--- src/rtl/id_exe_pipe_reg_if.sv ---
// ID->EXE stage bundle: decoded fields in from ID, registered copies out to EXE,
// plus the debug stall/flush counters.
interface id_exe_pipe_reg_if #(
    parameter int LEN_ADDRESS       = 32,
    parameter int LEN_SHIFT_OPERAND = 12,
    parameter int CNT_W             = 16
);
    logic                         freeze;
    logic                         flush;

    logic                         valid_in;
    logic [LEN_ADDRESS-1:0]       pc_in;
    logic                         wb_en_in;
    logic                         mem_r_en_in;
    logic                         mem_w_en_in;
    logic [3:0]                   exe_cmd_in;
    logic                         b_in;
    logic                         s_in;
    logic                         imm_in;
    logic [LEN_ADDRESS-1:0]       val_rn_in;
    logic [LEN_ADDRESS-1:0]       val_rm_in;
    logic [LEN_SHIFT_OPERAND-1:0] shift_operand_in;
    logic [23:0]                  signed_imm24_in;
    logic [3:0]                   dest_in;
    logic [3:0]                   src1_in;
    logic [3:0]                   src2_in;
    logic [3:0]                   sr_in;

    logic                         valid_out;
    logic [LEN_ADDRESS-1:0]       pc_out;
    logic                         wb_en_out;
    logic                         mem_r_en_out;
    logic                         mem_w_en_out;
    logic [3:0]                   exe_cmd_out;
    logic                         b_out;
    logic                         s_out;
    logic                         imm_out;
    logic [LEN_ADDRESS-1:0]       val_rn_out;
    logic [LEN_ADDRESS-1:0]       val_rm_out;
    logic [LEN_SHIFT_OPERAND-1:0] shift_operand_out;
    logic [23:0]                  signed_imm24_out;
    logic [3:0]                   dest_out;
    logic [3:0]                   src1_out;
    logic [3:0]                   src2_out;
    logic [3:0]                   sr_out;

    logic [CNT_W-1:0]             stall_count;
    logic [CNT_W-1:0]             flush_count;

    modport master (
        output freeze, flush, valid_in, pc_in, wb_en_in, mem_r_en_in, mem_w_en_in,
               exe_cmd_in, b_in, s_in, imm_in, val_rn_in, val_rm_in, shift_operand_in,
               signed_imm24_in, dest_in, src1_in, src2_in, sr_in,
        input  valid_out, pc_out, wb_en_out, mem_r_en_out, mem_w_en_out, exe_cmd_out,
               b_out, s_out, imm_out, val_rn_out, val_rm_out, shift_operand_out,
               signed_imm24_out, dest_out, src1_out, src2_out, sr_out,
               stall_count, flush_count
    );

    modport slave (
        input  freeze, flush, valid_in, pc_in, wb_en_in, mem_r_en_in, mem_w_en_in,
               exe_cmd_in, b_in, s_in, imm_in, val_rn_in, val_rm_in, shift_operand_in,
               signed_imm24_in, dest_in, src1_in, src2_in, sr_in,
        output valid_out, pc_out, wb_en_out, mem_r_en_out, mem_w_en_out, exe_cmd_out,
               b_out, s_out, imm_out, val_rn_out, val_rm_out, shift_operand_out,
               signed_imm24_out, dest_out, src1_out, src2_out, sr_out,
               stall_count, flush_count
    );
endinterface

--- src/rtl/id_exe_pipe_reg.sv ---
// ID->EXE pipeline register, 1-cycle latency, no in->out combinational path.
// freeze holds every output (stall), flush loads a bubble; flush beats freeze.
module id_exe_pipe_reg #(
    parameter int LEN_ADDRESS       = 32,
    parameter int LEN_SHIFT_OPERAND = 12,
    parameter int CNT_W             = 16
) (
    input  logic clk,
    input  logic rst,
    id_exe_pipe_reg_if.slave bus
);
    localparam logic [CNT_W-1:0] CNT_MAX = '1;

    always_ff @(posedge clk) begin
        if (rst || bus.flush) begin
            bus.valid_out         <= 1'b0;
            bus.pc_out            <= '0;
            bus.wb_en_out         <= 1'b0;
            bus.mem_r_en_out      <= 1'b0;
            bus.mem_w_en_out      <= 1'b0;
            bus.exe_cmd_out       <= '0;
            bus.b_out             <= 1'b0;
            bus.s_out             <= 1'b0;
            bus.imm_out           <= 1'b0;
            bus.val_rn_out        <= '0;
            bus.val_rm_out        <= '0;
            bus.shift_operand_out <= '0;
            bus.signed_imm24_out  <= '0;
            bus.dest_out          <= '0;
            bus.src1_out          <= '0;
            bus.src2_out          <= '0;
            bus.sr_out            <= '0;
        end else if (!bus.freeze) begin
            bus.valid_out         <= bus.valid_in;
            bus.pc_out            <= bus.pc_in;
            // An invalid slot still carries data but must never write state.
            bus.wb_en_out         <= bus.wb_en_in    & bus.valid_in;
            bus.mem_r_en_out      <= bus.mem_r_en_in & bus.valid_in;
            bus.mem_w_en_out      <= bus.mem_w_en_in & bus.valid_in;
            bus.b_out             <= bus.b_in        & bus.valid_in;
            bus.s_out             <= bus.s_in        & bus.valid_in;
            bus.exe_cmd_out       <= bus.exe_cmd_in;
            bus.imm_out           <= bus.imm_in;
            bus.val_rn_out        <= bus.val_rn_in;
            bus.val_rm_out        <= bus.val_rm_in;
            bus.shift_operand_out <= bus.shift_operand_in;
            bus.signed_imm24_out  <= bus.signed_imm24_in;
            bus.dest_out          <= bus.dest_in;
            bus.src1_out          <= bus.src1_in;
            bus.src2_out          <= bus.src2_in;
            bus.sr_out            <= bus.sr_in;
        end
    end

    // Debug counters saturate rather than wrap; only rst clears them.
    always_ff @(posedge clk) begin
        if (rst) begin
            bus.stall_count <= '0;
            bus.flush_count <= '0;
        end else if (bus.flush) begin
            if (bus.flush_count != CNT_MAX)
                bus.flush_count <= bus.flush_count + 1'b1;
        end else if (bus.freeze) begin
            if (bus.stall_count != CNT_MAX)
                bus.stall_count <= bus.stall_count + 1'b1;
        end
    end
endmodule

--- src/flat_wrapper.sv ---
// flat-port wrapper written by rule: the top's interface ports become plain ports
module id_exe_pipe_reg_flat 
#(
    parameter int LEN_ADDRESS       = 32,
    parameter int LEN_SHIFT_OPERAND = 12,
    parameter int CNT_W             = 16
)
  (clk, rst, bus_freeze, bus_flush, bus_valid_in, bus_pc_in, bus_wb_en_in, bus_mem_r_en_in, bus_mem_w_en_in, bus_exe_cmd_in, bus_b_in, bus_s_in, bus_imm_in, bus_val_rn_in, bus_val_rm_in, bus_shift_operand_in, bus_signed_imm24_in, bus_dest_in, bus_src1_in, bus_src2_in, bus_sr_in, bus_valid_out, bus_pc_out, bus_wb_en_out, bus_mem_r_en_out, bus_mem_w_en_out, bus_exe_cmd_out, bus_b_out, bus_s_out, bus_imm_out, bus_val_rn_out, bus_val_rm_out, bus_shift_operand_out, bus_signed_imm24_out, bus_dest_out, bus_src1_out, bus_src2_out, bus_sr_out, bus_stall_count, bus_flush_count);
  id_exe_pipe_reg_if #(.LEN_ADDRESS(LEN_ADDRESS), .LEN_SHIFT_OPERAND(LEN_SHIFT_OPERAND), .CNT_W(CNT_W)) bus_i ();
  input  logic clk;
  input  logic rst;
  input wire logic [$bits(bus_i.freeze)-1:0] bus_freeze;
  input wire logic [$bits(bus_i.flush)-1:0] bus_flush;
  input wire logic [$bits(bus_i.valid_in)-1:0] bus_valid_in;
  input wire logic [$bits(bus_i.pc_in)-1:0] bus_pc_in;
  input wire logic [$bits(bus_i.wb_en_in)-1:0] bus_wb_en_in;
  input wire logic [$bits(bus_i.mem_r_en_in)-1:0] bus_mem_r_en_in;
  input wire logic [$bits(bus_i.mem_w_en_in)-1:0] bus_mem_w_en_in;
  input wire logic [$bits(bus_i.exe_cmd_in)-1:0] bus_exe_cmd_in;
  input wire logic [$bits(bus_i.b_in)-1:0] bus_b_in;
  input wire logic [$bits(bus_i.s_in)-1:0] bus_s_in;
  input wire logic [$bits(bus_i.imm_in)-1:0] bus_imm_in;
  input wire logic [$bits(bus_i.val_rn_in)-1:0] bus_val_rn_in;
  input wire logic [$bits(bus_i.val_rm_in)-1:0] bus_val_rm_in;
  input wire logic [$bits(bus_i.shift_operand_in)-1:0] bus_shift_operand_in;
  input wire logic [$bits(bus_i.signed_imm24_in)-1:0] bus_signed_imm24_in;
  input wire logic [$bits(bus_i.dest_in)-1:0] bus_dest_in;
  input wire logic [$bits(bus_i.src1_in)-1:0] bus_src1_in;
  input wire logic [$bits(bus_i.src2_in)-1:0] bus_src2_in;
  input wire logic [$bits(bus_i.sr_in)-1:0] bus_sr_in;
  output wire logic [$bits(bus_i.valid_out)-1:0] bus_valid_out;
  output wire logic [$bits(bus_i.pc_out)-1:0] bus_pc_out;
  output wire logic [$bits(bus_i.wb_en_out)-1:0] bus_wb_en_out;
  output wire logic [$bits(bus_i.mem_r_en_out)-1:0] bus_mem_r_en_out;
  output wire logic [$bits(bus_i.mem_w_en_out)-1:0] bus_mem_w_en_out;
  output wire logic [$bits(bus_i.exe_cmd_out)-1:0] bus_exe_cmd_out;
  output wire logic [$bits(bus_i.b_out)-1:0] bus_b_out;
  output wire logic [$bits(bus_i.s_out)-1:0] bus_s_out;
  output wire logic [$bits(bus_i.imm_out)-1:0] bus_imm_out;
  output wire logic [$bits(bus_i.val_rn_out)-1:0] bus_val_rn_out;
  output wire logic [$bits(bus_i.val_rm_out)-1:0] bus_val_rm_out;
  output wire logic [$bits(bus_i.shift_operand_out)-1:0] bus_shift_operand_out;
  output wire logic [$bits(bus_i.signed_imm24_out)-1:0] bus_signed_imm24_out;
  output wire logic [$bits(bus_i.dest_out)-1:0] bus_dest_out;
  output wire logic [$bits(bus_i.src1_out)-1:0] bus_src1_out;
  output wire logic [$bits(bus_i.src2_out)-1:0] bus_src2_out;
  output wire logic [$bits(bus_i.sr_out)-1:0] bus_sr_out;
  output wire logic [$bits(bus_i.stall_count)-1:0] bus_stall_count;
  output wire logic [$bits(bus_i.flush_count)-1:0] bus_flush_count;
  assign bus_i.freeze = bus_freeze;
  assign bus_i.flush = bus_flush;
  assign bus_i.valid_in = bus_valid_in;
  assign bus_i.pc_in = bus_pc_in;
  assign bus_i.wb_en_in = bus_wb_en_in;
  assign bus_i.mem_r_en_in = bus_mem_r_en_in;
  assign bus_i.mem_w_en_in = bus_mem_w_en_in;
  assign bus_i.exe_cmd_in = bus_exe_cmd_in;
  assign bus_i.b_in = bus_b_in;
  assign bus_i.s_in = bus_s_in;
  assign bus_i.imm_in = bus_imm_in;
  assign bus_i.val_rn_in = bus_val_rn_in;
  assign bus_i.val_rm_in = bus_val_rm_in;
  assign bus_i.shift_operand_in = bus_shift_operand_in;
  assign bus_i.signed_imm24_in = bus_signed_imm24_in;
  assign bus_i.dest_in = bus_dest_in;
  assign bus_i.src1_in = bus_src1_in;
  assign bus_i.src2_in = bus_src2_in;
  assign bus_i.sr_in = bus_sr_in;
  assign bus_valid_out = bus_i.valid_out;
  assign bus_pc_out = bus_i.pc_out;
  assign bus_wb_en_out = bus_i.wb_en_out;
  assign bus_mem_r_en_out = bus_i.mem_r_en_out;
  assign bus_mem_w_en_out = bus_i.mem_w_en_out;
  assign bus_exe_cmd_out = bus_i.exe_cmd_out;
  assign bus_b_out = bus_i.b_out;
  assign bus_s_out = bus_i.s_out;
  assign bus_imm_out = bus_i.imm_out;
  assign bus_val_rn_out = bus_i.val_rn_out;
  assign bus_val_rm_out = bus_i.val_rm_out;
  assign bus_shift_operand_out = bus_i.shift_operand_out;
  assign bus_signed_imm24_out = bus_i.signed_imm24_out;
  assign bus_dest_out = bus_i.dest_out;
  assign bus_src1_out = bus_i.src1_out;
  assign bus_src2_out = bus_i.src2_out;
  assign bus_sr_out = bus_i.sr_out;
  assign bus_stall_count = bus_i.stall_count;
  assign bus_flush_count = bus_i.flush_count;
  id_exe_pipe_reg #(.LEN_ADDRESS(LEN_ADDRESS), .LEN_SHIFT_OPERAND(LEN_SHIFT_OPERAND), .CNT_W(CNT_W)) u_core (.clk(clk), .rst(rst), .bus(bus_i));
endmodule
--- config.mk ---
export PLATFORM = sky130hd
export DESIGN_NAME = id_exe_pipe_reg_flat
export DESIGN_NICKNAME = d
export VERILOG_FILES = /design/src/rtl/id_exe_pipe_reg_if.sv /design/src/rtl/id_exe_pipe_reg.sv /design/src/flat_wrapper.sv
export SDC_FILE = /design/constraint.sdc
export NUM_CORES = 1
export LEC_CHECK = 0
export ABC_AREA = 1
export BUFFER_PORTS_ARGS = -buffer_cell sky130_fd_sc_hd__buf_2
export CAP_MARGIN = 25
export CORE_AREA = 2 2 137 139
export DETAILED_ROUTE_END_ITERATION = 7
export DIE_AREA = 0 0 139 141
export GPL_ROUTABILITY_DRIVEN = 1
export PLACE_DENSITY_LB_ADDON = 0.3
export SLEW_MARGIN = 10
export SYNTH_ARGS = -nofsm -noshare
export SYNTH_HDL_FRONTEND = slang
export SYNTH_SLANG_ARGS = --single-unit
--- constraint.sdc ---
create_clock -name clk -period 2 [get_ports clk]
set_clock_uncertainty 0.15 [all_clocks]
set_input_delay 0 -clock clk [delete_from_list [all_inputs] [get_ports clk]]
set_output_delay 0 -clock clk [all_outputs]
set_load 0.01 [all_outputs]
# Yosys cells after proc, flatten, opt, wreduce, memory -nomap -nowiden
# Index checks and enable logic that the tools add are counted.
# Widths: inputs -> output; s select.
# word_totals
in_bits,163
out_inout_bits,191
regBits,191
# op_classes
n_reduce_logical,3
bitwise_logic,6
addsub,2
eq_ne,2
# op_table
op,count
$add 16x1->16 const B,2
$ne 16x16->1 const B,2
$and 1x1->1,5
$reduce_and 3->1,1
$reduce_and 2->1,1
$logic_or 1x1->1,1
$not 1->1,1

# Logic depth before layout (Yosys ltp)
# depth
word_depth,2
depth_mapped,9
mapped_depth_nobuf,9

# Worst setup path after synthesis
# Ideal clock, no wire load.
# synth_timing
kind,register -> register
from,register u_core.bus.stall_count[1] (netlist bit)
to,register u_core.bus.stall_count[15] (netlist bit)
path_stages_with_launch,8
n_path_buf,1
synth_period_minus_slack_ns,1.635
path_slack_ns,0.365
t_required_ns,1.735
t_arrival_ns,1.370
setup_time_ns,0.115
path_cell_list,dfxtp_1 ha_1 nand3_1 nor2_2 nand3_2 buf_6 a21oi_1 nor2_1
# synth_between
elab_chain_cells,2
word_cells_on_any_way,3
cone_classes,add/sub (1); eq/ne (1); reduce/logical (1)
# synth_lines
item,line,rtl
start: declaration,id_exe_pipe_reg_if.sv:67,"stall_count, flush_count"
start signal: assignment,id_exe_pipe_reg.sv:65,bus.stall_count <= bus.stall_count + 1'b1;
branches (longest 2 deep; another with $add 16x1->16),--,
# Parallel ways; which one is timed is not known.
# A chain may end at the register's enable or synchronous reset.

# Worst setup path after layout
# layout_timing
from,register u_core.bus.flush_count[0] (netlist bit)
to,register u_core.bus.flush_count[0] (netlist bit)
# layout_between
elab_chain_cells,2
word_cells_on_any_way,3
cone_classes,add/sub (1); eq/ne (1); reduce/logical (1)
# layout_lines
item,line,rtl
start: declaration,id_exe_pipe_reg_if.sv:67,
start signal: assignment,id_exe_pipe_reg.sv:62,bus.flush_count <= bus.flush_count + 1'b1;
branches (longest 2 deep; another with $add 16x1->16),--,
# Parallel ways; which one is timed is not known.

==> flow_summary.toml <==
[run_status]
outcome = "complete, no violations"

[synth]
syn-num-nets = 1174
yosysSeqAreaShare_pct = 52.19
ys_ff_latch = 191
synth_area_um2 = 7327
synth.distinct_cells = 24
yosys_warnings = 0
syn_inst = 1009
syn-mean-instance-area_um2 = 7.262

[layout]
final_common_cell = "nand2_1"
nets = 1678
final_cell_area_um2 = 11690
area_growth_pct = 59.51
layout_common_cells = "nand2_1 (407), buf_2 (352), dfxtp_1 (191), dlygate4sd3_1 (182), a21oi_1 (173)"
fillers = 1470
final_cells = 1760
multiInputGateArea_um2 = 3119
final_layout_size_suffix_gt1_share_pct = 26.74
utilization_pct = 63.98
regArea_um2 = 3824
num_antenna_cells = 0

[die]
core_um2 = 18270
io-pin-count = 354
die_x_um = 139
rows = 50
initial_core_util_pct = 40.11
dieArea_um2 = 19600
dieHeight_um = 141

[worst_setup_path]
worst-path-buf-inv = 2
path_cells = "ha_1, nand2_2, nor2_4, nand2_2, o21ai_2, buf_4, inv_1, nor2_1, nor2_1"
critPathLaunch = "u_core.bus.flush_count[0]"
worstReg2RegEnd = "u_core.bus.flush_count[0]"
reg2reg_from = "u_core.bus.flush_count[0]"
ff2ff_setup_slack_ns = 0.20
crit_arrival_ns = 1.97
critPathLaunchType = "flop"
slowest_stage = "dfxtp_1"
path_class = "reg2reg"
ff2ff_path_depth = 9
worstPathRequired_ns = 2.17
cp_top_family = "simple AND/OR/NAND/NOR gates"
cp_max_fo = 20
critPathCaptureType = "flop"
slowest_delay_ns = 0.40

[timing]
setup_viol = 0
max_freq_ghz = 0.5557
finalSetupTns_ns = 0
worst_slack_ns = 0.2005
drv_slew = 0
max-slew-margin-rel_pct = 65.64
min_period_ns = 1.799
rsz0062_at_grt = "false"
final_hold_viol_count = 0
tightest_slew_ns = 0.5154
post-route-period-util_pct = 89.97
holdWs_ns = 0.2070

[power_and_ir_drop]
p_int_mw = 6.286
ir_drop_uv = 567.5
p_sw_mw = 2.246
p_comb_share_pct = 12.5
pwr-share-clk_pct = 40.7
cellLeakagePower_nw = 5.434
p_total_mw = 8.532
p_per_area_nw_per_um2 = 730.0
switching_share_pct = 26.33
seqPwrFrac_pct = 46.7

[detailed_routing]
post_drt_wl_per_cell_um = 14.83
drtIter0Drc = 527
final_antenna_net_count = 0
routed_wl_mm = 26.09
routed_via_density = 4.827
vias = 8495
firstDrtPassIters = 5
drc_errors = 0

[clock_network]
clkLatencyLatePin_ns = 0.43
cts_sinks = 191
postCtsSetupBuffers = 0
htree_num_levels = 4
ctsLongestPathBuffers = 2
clk_pin_slew_worst_paths_ns = 0.07
cts_tree = "built"
cts_buffers = 17
cts_root_buffer = "clkbuf_16"

[grt]
grt_antenna_before_repair = 0
grt_max_degree = 120
grt_pass1_vias = 8048
grt_pass1_wl_mm = 40.17
grt_util_all_layers_pct = 25.13
overflow = 0

[placement]
gp_congestion = 0.8847
dp_slack_ns = 0.2218
placed_area_um2 = 9254
placed_cells = 1546
dp_hpwl_mm = 15.59
io_buffers = 353

[worst_hold_path]
hp-class = "in2reg"
whs_endpoint = "u_core.bus.stall_count[2]"
hold_start = "rst"
hold_depth = 3

[flow_run]
maxCapViolCount = 0
==> timing repair <==
item / in CTS / in global routing
gates resized for setup: 0 / 1
hold buffers: 182 / 0
endpoints found under the setup margin: 0 / 4
hold endpoints to repair: 170 / 0
==> registers in the layout, indices dropped and copies added, names as in the netlist <==
register	flops
u_core.bus.exe_cmd_out	4
u_core.bus.imm_out	1
u_core.bus.shift_operand_out	12
u_core.bus.flush_count	16
u_core.bus.src1_out	4
u_core.bus.val_rm_out	32
u_core.bus.s_out	1
u_core.bus.src2_out	4
u_core.bus.wb_en_out	1
u_core.bus.b_out	1
u_core.bus.sr_out	4
u_core.bus.valid_out	1
u_core.bus.mem_w_en_out	1
u_core.bus.mem_r_en_out	1
u_core.bus.signed_imm24_out	24
u_core.bus.stall_count	16
u_core.bus.dest_out	4
u_core.bus.pc_out	32
u_core.bus.val_rn_out	32
==> synthesized netlist by cell type, drive strengths merged <==
library cell	n	area [um^2]
inv	33	123.9
nor2	86	352.8
nand4	5	31.28
or2	1	6.260
nor3	5	25.02
xnor2	1	8.760
dfxtp	191	3824
clkbuf	24	90.09
nand3	26	135.1
xor2	6	52.55
ha	2	25.02
a21oi	173	865.8
buf	34	177.7
o21ai	11	58.81
nand2	411	1550
==> cell type report <==
cell class	instances	area share (%)
clock inverter	14	1.456
tap	234	2.505
inverter	33	1.103
clock buffer	18	3.758
timing repair buffer	543	31.77
sequential	191	32.72
multi-input combinational	727	26.69
==> routing by layer <==
metal  GRT usage [%]  up-vias  wire [um]
met2           43.56      348      12860
met4           11.43        0        886
met5               0        -          0
li1                -     4212          -
met1           29.52     3863      10540
met3           6.114       72       1805
==> cells by family (layout without fill, tap and decap cells) <==
group | Yosys count | after routing | synth area share (%)
DFF | 191 | 191 | 52.19
AOI/OAI and AO/OA | 184 | 184 | 12.62
and+or+nand+nor | 534 | 534 | 28.67
adders and majority gates | 2 | 2 | 0.3415
buffers and inverters | 91 | 608 | 5.345
xor gates and xnor gates | 7 | 7 | 0.8368
==> worst min-delay path, cell delays in order <==
cell and delay, ns:
dlygate4sd3_1 0.52, buf_2 0.17, a21oi_1 0.05
==> worst max path at each step <==
stage | endpoint | depth (start not counted)
after floorplan | u_core.bus.stall_count[15] | 7
after global placement | u_core.bus.flush_count[1] | 9
after detailed placement | u_core.bus.flush_count[0] | 9
after CTS | u_core.bus.wb_en_out | 8
after global routing | u_core.bus.mem_r_en_out | 8
final | u_core.bus.flush_count[0] | 9
==> power groups by stage <==
stage               sequential (mW)  clock, mW  combinational (mW)
floorplan                      4.12          0               0.332
global placement               4.07          0               0.752
detailed placement             4.07          0               0.759
CTS                            3.98       3.56                1.04
global route                   4.00       3.67                1.16
finish                         3.99       3.48                1.07
Note: power is estimated with default switching activity, not from simulation.
